$ cat src/rtl/smag_mul_pkg.sv
// ---------------------------------------------------------------------------
// smag_mul_pkg
// Shared definitions for the iterative sign-magnitude multiplier:
//   - smagState_e : controller states (IDLE, BUSY, DONE)
//   - magWidth()  : magnitude width of a W-bit sign-magnitude operand (W-1)
//   - prodWidth() : width of the magnitude product (2W-2)
//   - normSign()  : sign of the product with negative zero folded to +0
// Optional build macro used by the top: SMAG_MUL_EARLY_TERM_EN.
// ---------------------------------------------------------------------------
package smag_mul_pkg;

    typedef enum logic [1:0] {
        IDLE = 2'd0,
        BUSY = 2'd1,
        DONE = 2'd2
    } smagState_e;

    function automatic int magWidth(input int w);
        return w - 1;
    endfunction

    function automatic int prodWidth(input int w);
        return 2 * w - 2;
    endfunction

    // A zero magnitude is always reported as positive so the accumulator
    // downstream never sees a "-0" product.
    function automatic logic normSign(input logic sign, input logic magIsZero);
        return sign & ~magIsZero;
    endfunction

endpackage

$ cat src/rtl/smag_mul_step.sv
// ---------------------------------------------------------------------------
// smag_mul_step
// One combinational shift-add step of the multiplier: when the current
// multiplier bit is set, the multiplicand magnitude shifted left by the step
// index is added to the running accumulator.
// Parameters:
//   W        operand width including sign bit (2..32)
// Ports:
//   i_acc    running accumulator (2W-2 bits)
//   i_magA   multiplicand magnitude (W-1 bits)
//   i_bBit   current multiplier bit
//   i_index  step index (weight of the current multiplier bit)
//   o_acc    accumulator after this step
// ---------------------------------------------------------------------------
module smag_mul_step
    import smag_mul_pkg::*;
#(
    parameter int W = 8
) (
    input  logic [prodWidth(W)-1:0] i_acc,
    input  logic [magWidth(W)-1:0]  i_magA,
    input  logic                    i_bBit,
    input  logic [$clog2(W)-1:0]    i_index,
    output logic [prodWidth(W)-1:0] o_acc
);

    localparam int PW = prodWidth(W);

    logic [PW-1:0] w_addend;

    // The magnitude product fits in 2W-2 bits, so the shifted partial
    // product and the sum can never carry out of the accumulator width.
    always_comb begin
        w_addend = PW'(i_magA) << i_index;
        o_acc    = i_bBit ? (i_acc + w_addend) : i_acc;
    end

endmodule

$ cat src/rtl/smag_seq_multiplier.sv
// ---------------------------------------------------------------------------
// smag_seq_multiplier
// Iterative sign-magnitude multiplier with valid/ready handshakes on both
// sides. Magnitudes are multiplied with a shift-add datapath of W-1 steps;
// the sign is the XOR of the operand signs, forced to 0 for a zero product.
// Parameters:
//   W          operand width including sign bit (2..32)
// Ports:
//   clk        system clock, rising edge
//   rst        asynchronous, active-high reset
//   in_valid   operand pair a/b valid
//   in_ready   block can accept operands (high in IDLE)
//   a, b       multiplicand / multiplier, sign-magnitude, W bits
//   out_valid  result valid, held until out_ready
//   out_ready  consumer accepts result
//   p          product, sign-magnitude, 2W bits (p[2W-2] always 0)
//   busy       high while the shift-add iteration is running
// Build option:
//   SMAG_MUL_EARLY_TERM_EN  finish BUSY as soon as no multiplier bits remain
// ---------------------------------------------------------------------------
module smag_seq_multiplier
    import smag_mul_pkg::*;
#(
    parameter int W = 8
) (
    input  logic           clk,
    input  logic           rst,
    input  logic           in_valid,
    output logic           in_ready,
    input  logic [W-1:0]   a,
    input  logic [W-1:0]   b,
    output logic           out_valid,
    input  logic           out_ready,
    output logic [2*W-1:0] p,
    output logic           busy
);

    localparam int MW = magWidth(W);
    localparam int PW = prodWidth(W);
    localparam int CW = $clog2(W);

    smagState_e      r_state;
    smagState_e      w_nextState;
    logic [MW-1:0]   r_magA;
    logic [MW-1:0]   r_magB;
    logic            r_sign;
    logic [PW-1:0]   r_acc;
    logic [CW-1:0]   r_count;
    logic            r_outValid;
    logic [2*W-1:0]  r_p;

    logic [PW-1:0]   w_accNext;
    logic [MW-1:0]   w_magBRest;
    logic            w_lastStep;

    smag_mul_step #(
        .W (W)
    ) u_step (
        .i_acc   (r_acc),
        .i_magA  (r_magA),
        .i_bBit  (r_magB[0]),
        .i_index (r_count),
        .o_acc   (w_accNext)
    );

    assign w_magBRest = r_magB >> 1;

    // The last step is normally fixed at step index W-2. With early
    // termination, the iteration also stops once the multiplier bits still
    // to be consumed are all zero, since further steps cannot change acc.
`ifdef SMAG_MUL_EARLY_TERM_EN
    assign w_lastStep = (r_count == CW'(W - 2)) || (w_magBRest == '0);
`else
    assign w_lastStep = (r_count == CW'(W - 2));
`endif

    // State register; reset drops any operation in flight back to IDLE.
    always_ff @(posedge clk or posedge rst) begin
        if (rst) begin
            r_state <= IDLE;
        end else begin
            r_state <= w_nextState;
        end
    end

    // Next-state and handshake outputs. in_ready and busy decode directly
    // from the state so operands are never sampled outside IDLE.
    always_comb begin
        w_nextState = r_state;
        in_ready    = 1'b0;
        busy        = 1'b0;
        case (r_state)
            IDLE: begin
                in_ready = 1'b1;
                if (in_valid) begin
                    w_nextState = BUSY;
                end
            end
            BUSY: begin
                busy = 1'b1;
                if (w_lastStep) begin
                    w_nextState = DONE;
                end
            end
            DONE: begin
                if (out_ready) begin
                    w_nextState = IDLE;
                end
            end
            default: begin
                w_nextState = IDLE;
            end
        endcase
    end

    // Datapath registers. Operands are captured once at acceptance, so
    // later changes on a/b have no effect. The product register is written
    // only on the final BUSY edge and otherwise holds its last value, even
    // after the result has been consumed.
    always_ff @(posedge clk or posedge rst) begin
        if (rst) begin
            r_magA     <= '0;
            r_magB     <= '0;
            r_sign     <= 1'b0;
            r_acc      <= '0;
            r_count    <= '0;
            r_outValid <= 1'b0;
            r_p        <= '0;
        end else begin
            case (r_state)
                IDLE: begin
                    if (in_valid) begin
                        r_magA  <= a[W-2:0];
                        r_magB  <= b[W-2:0];
                        r_sign  <= a[W-1] ^ b[W-1];
                        r_acc   <= '0;
                        r_count <= '0;
                    end
                end
                BUSY: begin
                    r_acc   <= w_accNext;
                    r_magB  <= w_magBRest;
                    r_count <= r_count + CW'(1);
                    if (w_lastStep) begin
                        r_p        <= {normSign(r_sign, w_accNext == '0), 1'b0, w_accNext};
                        r_outValid <= 1'b1;
                    end
                end
                DONE: begin
                    if (out_ready) begin
                        r_outValid <= 1'b0;
                    end
                end
                default: begin
                end
            endcase
        end
    end

    assign out_valid = r_outValid;
    assign p         = r_p;

endmodule

$ cat config.mk
export PLATFORM = sky130hd
export DESIGN_NAME = smag_seq_multiplier
export DESIGN_NICKNAME = d
export VERILOG_FILES = /design/src/rtl/smag_mul_pkg.sv /design/src/rtl/smag_mul_step.sv /design/src/rtl/smag_seq_multiplier.sv
export SDC_FILE = /design/constraint.sdc
export NUM_CORES = 1
export LEC_CHECK = 0
export CAP_MARGIN = 30
export CORE_MARGIN = 8
export CORE_UTILIZATION = 28
export CTS_BUF_LIST = sky130_fd_sc_hd__clkbuf_4 sky130_fd_sc_hd__clkbuf_8
export DETAILED_ROUTE_END_ITERATION = 10
export GPL_TIMING_DRIVEN = 0
export PLACE_DENSITY = 0.58
export SETUP_SLACK_MARGIN = 0.15
export SYNTH_ARGS = -nofsm -noshare
export SYNTH_HDL_FRONTEND = slang
export SYNTH_SLANG_ARGS = --single-unit
$ cat constraint.sdc
create_clock -name clk -period 7.9 [get_ports clk]
set_input_delay 1.185 -clock clk [delete_from_list [all_inputs] [get_ports clk]]
set_output_delay 1.185 -clock clk [all_outputs]
set_load 0.005 [all_outputs]
## Word level (Yosys, flattened, before mapping)

Cells that the tools add are included.

| operators by class | value |
|---|---|
| $add $sub $neg | 2 |
| eq/ne operators | 6 |
| shift operators | 1 |
| mux-type cells | 16 |
| bitwise logic cells | 3 |
| reductions and logical operators | 9 |

Operators with widths:

| operator | number |
|---|---|
| two-way mux 14 bit | 2 |
| case mux 14 bit (2 select lines) | 1 |
| adder 14 bit | 1 |
| logical NOT 14 bit | 1 |
| case mux 7 bit (2 select lines) | 1 |
| << shifter 7 x 3 -> 14 bit | 1 |
| two-way mux 7 bit | 1 |
| two-way mux 2 bit | 3 |
| != test 2 bit, second input constant | 3 |
| case mux 2 bit (3 select lines) | 1 |
| case mux 3 bit (2 select lines) | 1 |
| AND reduction 2 bit | 3 |
| AND reduction 3 bit | 2 |
| two-way mux 1 bit | 4 |
| nonzero test 2 bit | 2 |
| adder 3 x 1 -> 3 bit, second input constant | 1 |
| == test 3 bit, second input constant | 1 |
| two-way mux 3 bit | 1 |
| == test 2 x 1 -> 1 bit, second input constant | 1 |
| == test 2 bit, second input constant | 1 |
| logical NOT 2 bit | 1 |
| case mux 1 bit (2 select lines) | 1 |
| bitwise AND 1 bit | 1 |
| NOT 1 bit | 1 |
| bitwise XOR 1 bit | 1 |

| word-level totals | value |
|---|---|
| register bits after elaboration | 50 |
| output and inout port bits | 19 |
| logic and storage cells | 45 |

## Depth between registers and ports, before layout

| logic depth | value |
|---|---|
| word-level depth | 6 |
| depth in mapped cells | 14 |
| mapped depth without buffers | 13 |

## By module

From an unflattened synthesis, not the netlist that was laid out.

| second synthesis, totals | value |
|---|---|
| cells, all modules | 327 |
| area, all modules | 3178.0 um^2 |

Modules (own cells, without submodules):

| module | times used | cells an instance | area each (um^2) | seq. area each (um^2) |
|---|---|---|---|---|
| smag_seq_multiplier | 1 | 179 | 2117.0 | 1251.2 |
| smag_mul_step | 1 | 148 | 1061.0 | 0.0 |

## Least setup slack after synthesis

No wires, ideal clock.

| timing path | value |
|---|---|
| path type | register -> register |
| start | register r_count[1] |
| end | register r_p[15], in the netlist p[15] |
| arrival time | 3.260 ns |
| required time | 7.752 ns |
| path slack | 4.492 ns |
| cell stages (with the launch flop) | 15 |
| buffers on the path | 2 |
| clock period less this slack | 3.408 ns |
| cells stage by stage | dfrtp_1 > clkbuf_1 > buf_1 > mux2i_1 > nand2_1 > nand2_1 > o22ai_1 > ha_1 > or3_1 > and4_4 > a221o_1 > a211oi_2 > nor2_1 > a221oi_2 > a41oi_1 |

| between the ends | value |
|---|---|
| cells in the longest elaborated chain, start to end | 6 |
| elaborated cells on any way between the ends | 8 |

RTL lines:

| item | line | source |
|---|---|---|
| from (decl) | smag_seq_multiplier.sv:48 | `logic [CW-1:0] r_count;` |
| from (signal assigned) | smag_seq_multiplier.sv:143 | `r_count <= r_count + CW'(1);` |
| << shifter 7 x 3 -> 14 bit | smag_mul_step.sv:34 | `w_addend = PW'(i_magA) << i_index;` |
| adder 14 bit | smag_mul_step.sv:35 | `o_acc = i_bBit ? (i_acc + w_addend) : i_acc;` |
| two-way mux 14 bit | smag_mul_step.sv:35 |  |
| logical NOT 14 bit | smag_seq_multiplier.sv:145 | `r_p <= {normSign(r_sign, w_accNext == '0), 1'b0, w_accNext};` |
| NOT 1 bit | smag_mul_pkg.sv:29 | `return sign & ~magIsZero;` |
| bitwise AND 1 bit | smag_mul_pkg.sv:29 |  |
| to (signal assigned) | smag_seq_multiplier.sv:145 |  |
| to (decl) | smag_seq_multiplier.sv:50 | `logic [2*W-1:0] r_p;` |

Several ways; a longest one is shown, not always the timed one.
A chain may end at the register's enable or synchronous reset.

## Worst setup path after layout

Ends and elaborated chain as after synthesis.

==> out/qor.yml <==
timing.final.crit_share_pct: 53.5
final_util_pct: 35.3
critPathKind: "flip-flop to flip-flop"
root_buffer: "clkbuf_8"
rows: 38
yosysTopAreaCell: "dfrtp_1"
critical-path-max-stage-delay_ns: 0.66
cts_resized: 0
die_w_um: 122
hold_violations: 0
finalWirelength_um: 8490
syn-cell-area_mm2: 0.00314
portBuffers: 37
viasPerCell: 5.15
cpMaxStageDelayCell: "nor4bb_1"
dp_worst_setup_slack_ns: 3.78
antenna_cells: 0
syn_area_per_cell_um2: 8.86
cts_tree: "done"
start_util_pct: 28.8
cp-startpoint: "r_count[1]"
synth_top_cell_area_share_pct: 39.9
leakage_uw: 0.00165
gr-usage-all-layers_pct: 11.8
setup_viol: 0
worstPathMaxFanout: 10
wl_per_cell_um: 15.7
finish.net_count: 435
hold_slack_ns: 0.485
clk_latency_ns: 0.31
ir_worst_vdd_mv: 0.163
clkSlewWorstSetupHoldPaths_ns: 0.10
synth_nets: 390
fmax_ghz: 0.237
dieArea_mm2: 0.0149
grt.overflow.total: 0
synthCells: 354
cts.sinks: 50
antenna_left: 0
timing.final.ws_setup_ns: 3.68
synth_warnings: 0
drtIter0Drc: 187
drive_gt1_share_pct: 6.75
final_cell_area_mm2: 0.00384
grt_pass1_vias: 2777
dp_hpwl_um: 6270
status: "finished, final reports clean"
n_fill_cell: 1106
synth-main-ff-cell: "dfrtp_1"
grt_max_degree: 43
rsz0062_at_grt: "false"
routed-via-count: 2780
route.detailed.drc: 0
worst_hold_startpoint: "p[3]"
synth_seq_area_share_pct: 39.9
async_reset_ff_share_pct: 100
register_area_mm2: 0.00125
start_kind: "flip-flop"
die_y_um: 122
endpoint_kind: "flip-flop"
fin_crit_ns: 4.22
power_density_mw_per_mm2: 441
gp_congestion: 0.893
tns_ns: 0
cp.required_ns: 8.07
ys_ff_latch: 50
synthTopCellsByArea: "dfrtp_1, nand2_1, ha_1"
drv_cap: 0
worst_slew_pin_slew_ns: 0.675
synth_edf_count: 0
ios: 39
multi_input_area_mm2: 0.00176
ys_types: 54
slew_viol_final: 0
htree_levels: 2
areaGrowthSynthToFinish_pct: 22.4
cts_buffer_depth: 2
min_path_type: "flip-flop to flip-flop"
hold_buffers: 0
path_cells: "clkbuf_1 > buf_1 > mux2i_1 > nand2_1 > nand2_1 > o22ai_1 > ha_1 > or3_1 > o211a_1 > or3_1 > a31oi_1 > nor4bb_1 > a41oi_1"
drt-pass1-iter-count: 5
placed_cell_area_mm2: 0.00370
cts_made_buffers: 5
coreArea_mm2: 0.0109
antenna_found_initial: 0
relSlewSlack_pct: 54.4
grt_pass1_wl_um: 14100
cp_data_arrival_time_ns: 4.39
worst_clock_skew_ns: 0.0110
r2r-start: "r_count[1]"
cts_setup_buffers: 0
-- area by class of cell --
type	instances	share of cell area (%)
buffer	21	2.15
clock buffer	5	1.79
clock inverter	3	1.79
inverter	13	1.27
multi-input combinational	270	45.7
sequential	50	32.6
tap	140	4.56
timing repair buffer	38	10.2
-- cell usage after synthesis, drive strengths merged, types with 2 or more instances --
cell type / number
ha: 15
mux2: 9
o21ai: 38
xnor2: 4
and2: 6
o31a: 2
a211oi: 3
o211a: 4
nand2: 64
a32o: 2
a221oi: 2
a21oi: 10
clkbuf: 17
a21o: 2
nand4: 3
o2111ai: 2
nand2b: 4
a31oi: 4
nand3: 5
a31o: 2
mux2i: 17
dfrtp: 50
nor2: 12
o22ai: 16
or3: 7
o21a: 4
buf: 4
nor3: 5
nor2b: 6
and3: 4
o211ai: 2
inv: 12
-- final timing paths --
| check | end | slack [ns] | cells after the start |
|---|---|---|---|
| worst max-delay path | p[15] | 3.68 | 13 |
| min in group asynchronous | p[13] | 1.09 | 2 |
| max in group asynchronous | p[3] | 6.30 | 3 |
| worst min-delay path | p[3] | 0.48 | 2 |
| worst min register to register | p[3] | 0.48 | 2 |
| worst max register to register | p[15] | 3.68 | 13 |
-- through the flow --
| stage | total power (µW) | cells |
|---|---|---|
| global placement | 1440 | 531 |
| CTS | 1690 | 540 |
| finish | 1690 | 540 |
| global route | 1840 | 540 |
| detailed placement | 1470 | 532 |
| floorplan | 1150 | 354 |
-- sequential cells by signal, indices dropped and copies added (netlist names) --
signal / flops
out_valid: 1
p: 15
r_acc: 14
r_count: 3
r_magA: 7
r_magB: 7
r_sign: 1
r_state: 2
-- layout by cell type, fill, tap and decap left out, types with 3 or more instances in the layout --
cell type | synthesis | final
and2_1 | 5 | 5
nor2_1 | 12 | 12
nand3_1 | 5 | 5
o22ai_1 | 16 | 16
mux2i_1 | 17 | 17
ha_1 | 15 | 15
o21ai_0 | 35 | 35
xnor2_1 | 4 | 4
nand2_1 | 64 | 64
o21ai_1 | 3 | 3
inv_1 | 12 | 11
clkdlybuf4s50_1 | 0 | 37
nor3_1 | 5 | 5
clkbuf_8 | 0 | 5
a21oi_1 | 10 | 10
mux2_2 | 9 | 9
buf_1 | 3 | 3
a31oi_1 | 4 | 4
nand2b_1 | 4 | 4
o211a_1 | 4 | 4
nor2b_1 | 6 | 6
nand4_1 | 3 | 3
dfrtp_1 | 50 | 50
and3_1 | 4 | 4
o21a_1 | 4 | 4
clkbuf_1 | 17 | 17
or3_1 | 7 | 7
-- metal layers --
metal  vias up  global-route usage, %  wire [µm]
met3        10                   3.56        482
li1       1361                      -          -
met1      1331                   14.8       3930
met2        78                   19.6       3980
met5         -                      0          0
met4         0                   2.93         98
-- report_power, final --
part	internal (µW)	switching, µW
combinational	438	589
sequential	364	81.0
clock	127	94.3
total	929	764
-- cells by family after synthesis --
| logic type | after synthesis | share of synthesized area (%) |
|---|---|---|
| adders and majority gates | 16 | 6.62 |
| AOI/OAI and AO/OA | 100 | 20.9 |
| muxes | 26 | 8.65 |
| and+or+nand+nor | 122 | 18.2 |
| other | 1 | 0.120 |
| buffers and inverters | 34 | 4.19 |
| DFF | 50 | 39.9 |
| xor gates and xnor gates | 5 | 1.40 |
-- worst max-delay path: cells and delay by family (launching register included) --
kind	cells	cell delay (ns)
and+or+nand+nor	5	1.60
AOI/OAI and AO/OA	4	0.85
buffers and inverters	2	0.68
DFF	1	0.39
muxes	1	0.28
adders and majority gates	1	0.28
No activity file was read; power rests on OpenSTA's default activity.
==> RTL edit: new RTL, config.mk and constraints unchanged <==
The option `SMAG_MUL_EARLY_TERM_EN` is turned on by a define.
--- a/src/rtl/smag_seq_multiplier.sv
+++ b/src/rtl/smag_seq_multiplier.sv
@@ -18,6 +18,8 @@
 // Build option:
 //   SMAG_MUL_EARLY_TERM_EN  finish BUSY as soon as no multiplier bits remain
 // ---------------------------------------------------------------------------
+`define SMAG_MUL_EARLY_TERM_EN
+
 module smag_seq_multiplier
     import smag_mul_pkg::*;
 #(
Function: changed (Yosys sat finds a counterexample within 4 cycles, from zero or initial values and one cycle with rst high).
==> RTL edit against the unedited design <==
Sequential power grew 6.1%; first-iteration DRC count grew 0.53%; design area grew 7.5%; count of clock-buffer cells in the layout grew 2; power grew 17%; critical path depth grew 2; wire length grew 15%; sequential share of layout area shrank 2.3 points; global-route usage grew 0.61 points; worst setup slack gained 0.12 ns; area after synthesis grew 9.6%; hold slack gained 0.022 ns; sequential cell count is the same.
==> RTL edit: results (changes against the unedited design) <==
DRT_ITER0_DRC=188  # +0.53%
HOLD-PATH-ENDPOINT='r_sign'
FINAL-CLK-CELL-SHARE_PCT=2.76  # -0.83 points
CLOCK_POWER_SHARE_PCT=9.7  # -3.4 points
WORST_PATH_MAX_DELAY_CELL='or4_4'
GR-USAGE-MET3_PCT=2.26  # -1.3 points
MET3ROUTEDLENGTH_UM=508  # +5.4%
NNONCLKINVERTERS=17  # +4
DETAILEDROUTE.FIRSTPASSITERATIONCOUNT=4  # -1
LEAKAGEPOWER_nW=1.76  # +6.5%
DRIVE_ABOVE_1_SHARE_PCT=7.04  # +0.29 points
INTERNAL-POWER_mW=0.999  # +7.6%
DETAILED_PLACE.AREA_UM2=4020  # +8.4%
WORST_EP_ARRIVAL_TIME_NS=4.31  # -0.08 ns
NETS=504  # +16%
GRT.MET1_USAGE_PCT=16.1  # +1.3 points
SEQ_AREA_FRAC_SYNTH_PCT=36.4  # -3.5 points
GRT_USE_TOTAL_PCT=12.5  # +0.61 points
CRITICAL-PATH-MAX-STAGE-DELAY_NS=0.55  # -0.11 ns
SYN_AREA_PER_CELL_UM2=8.13  # -8.2%
SYNTHESIS.NETS=459  # +18%
STATUS='completed'
SYNTH_COMMON_CELLS='nand2_1, dfrtp_1, nor2_1'
DR_TOTAL_VIAS=3230  # +16%
HOLD_START='r_sign'
SYNTHTOPCELLSBYAREA='dfrtp_1, nand2_1, ha_1'
ROUTE.MET2.WL_MM=4.54  # +14%
REG2REG_DEPTH=15  # +2
VIAS_PER_CELL=5.24  # +1.9%
SYN_TO_FINAL_GROWTH_PCT=20.0
MAXSLEWHEADROOM_PCT=45.6  # -8.8 points
MULTI_INPUT_COMB_CELLS=330  # +22%
ROUTABILITYCONGESTION=0.878  # -1.7%
MULTI_INPUT_AREA_SHARE_PCT=48.9  # +3.2 points
WORST_HOLD_SLACK_NS=0.507  # +0.0223 ns
PLACE.DETAILED.INSTANCES=608  # +14%
FIRST_GLOBAL_VIAS=3242  # +17%
GRT_FIRST_PASS_WIRELENGTH_MM=16.4  # +16%
NET-SWITCHING-POWER_mW=0.974  # +27%
-- RTL edit: cell count changes after synthesis, sizes merged, moves of 6 or more --
cell   delta
buf       +6
nand3    +17
nand2    +16
mux2i     -9
o22ai    -12
nor2     +24
o21ai    -14
a21oi    +13
-- RTL edit: cell families after synthesis --
| kind of cell | Yosys count | synth area share (%) |
|---|---|---|
| and+or+nand+nor | 192 | 26.1 |
| AOI/OAI and AO/OA | 100 | 19.9 |
| DFF | 50 | 36.4 |
| buffers and inverters | 43 | 4.98 |
| muxes | 17 | 5.49 |
| adders and majority gates | 16 | 6.04 |
| xor gates and xnor gates | 4 | 1.02 |
| other | 1 | 0.109 |
-- RTL edit: how the worst max path moves through the flow --
stage / slack (ns) / cells after the start / endpoint
after floorplan: 4.42 / 15 / p[15]
after global placement: 3.82 / 15 / p[15]
after detailed placement: 3.84 / 15 / p[15]
after CTS: 3.82 / 15 / p[15]
after global routing: 3.39 / 15 / p[15]
final: 3.79 / 15 / p[15]
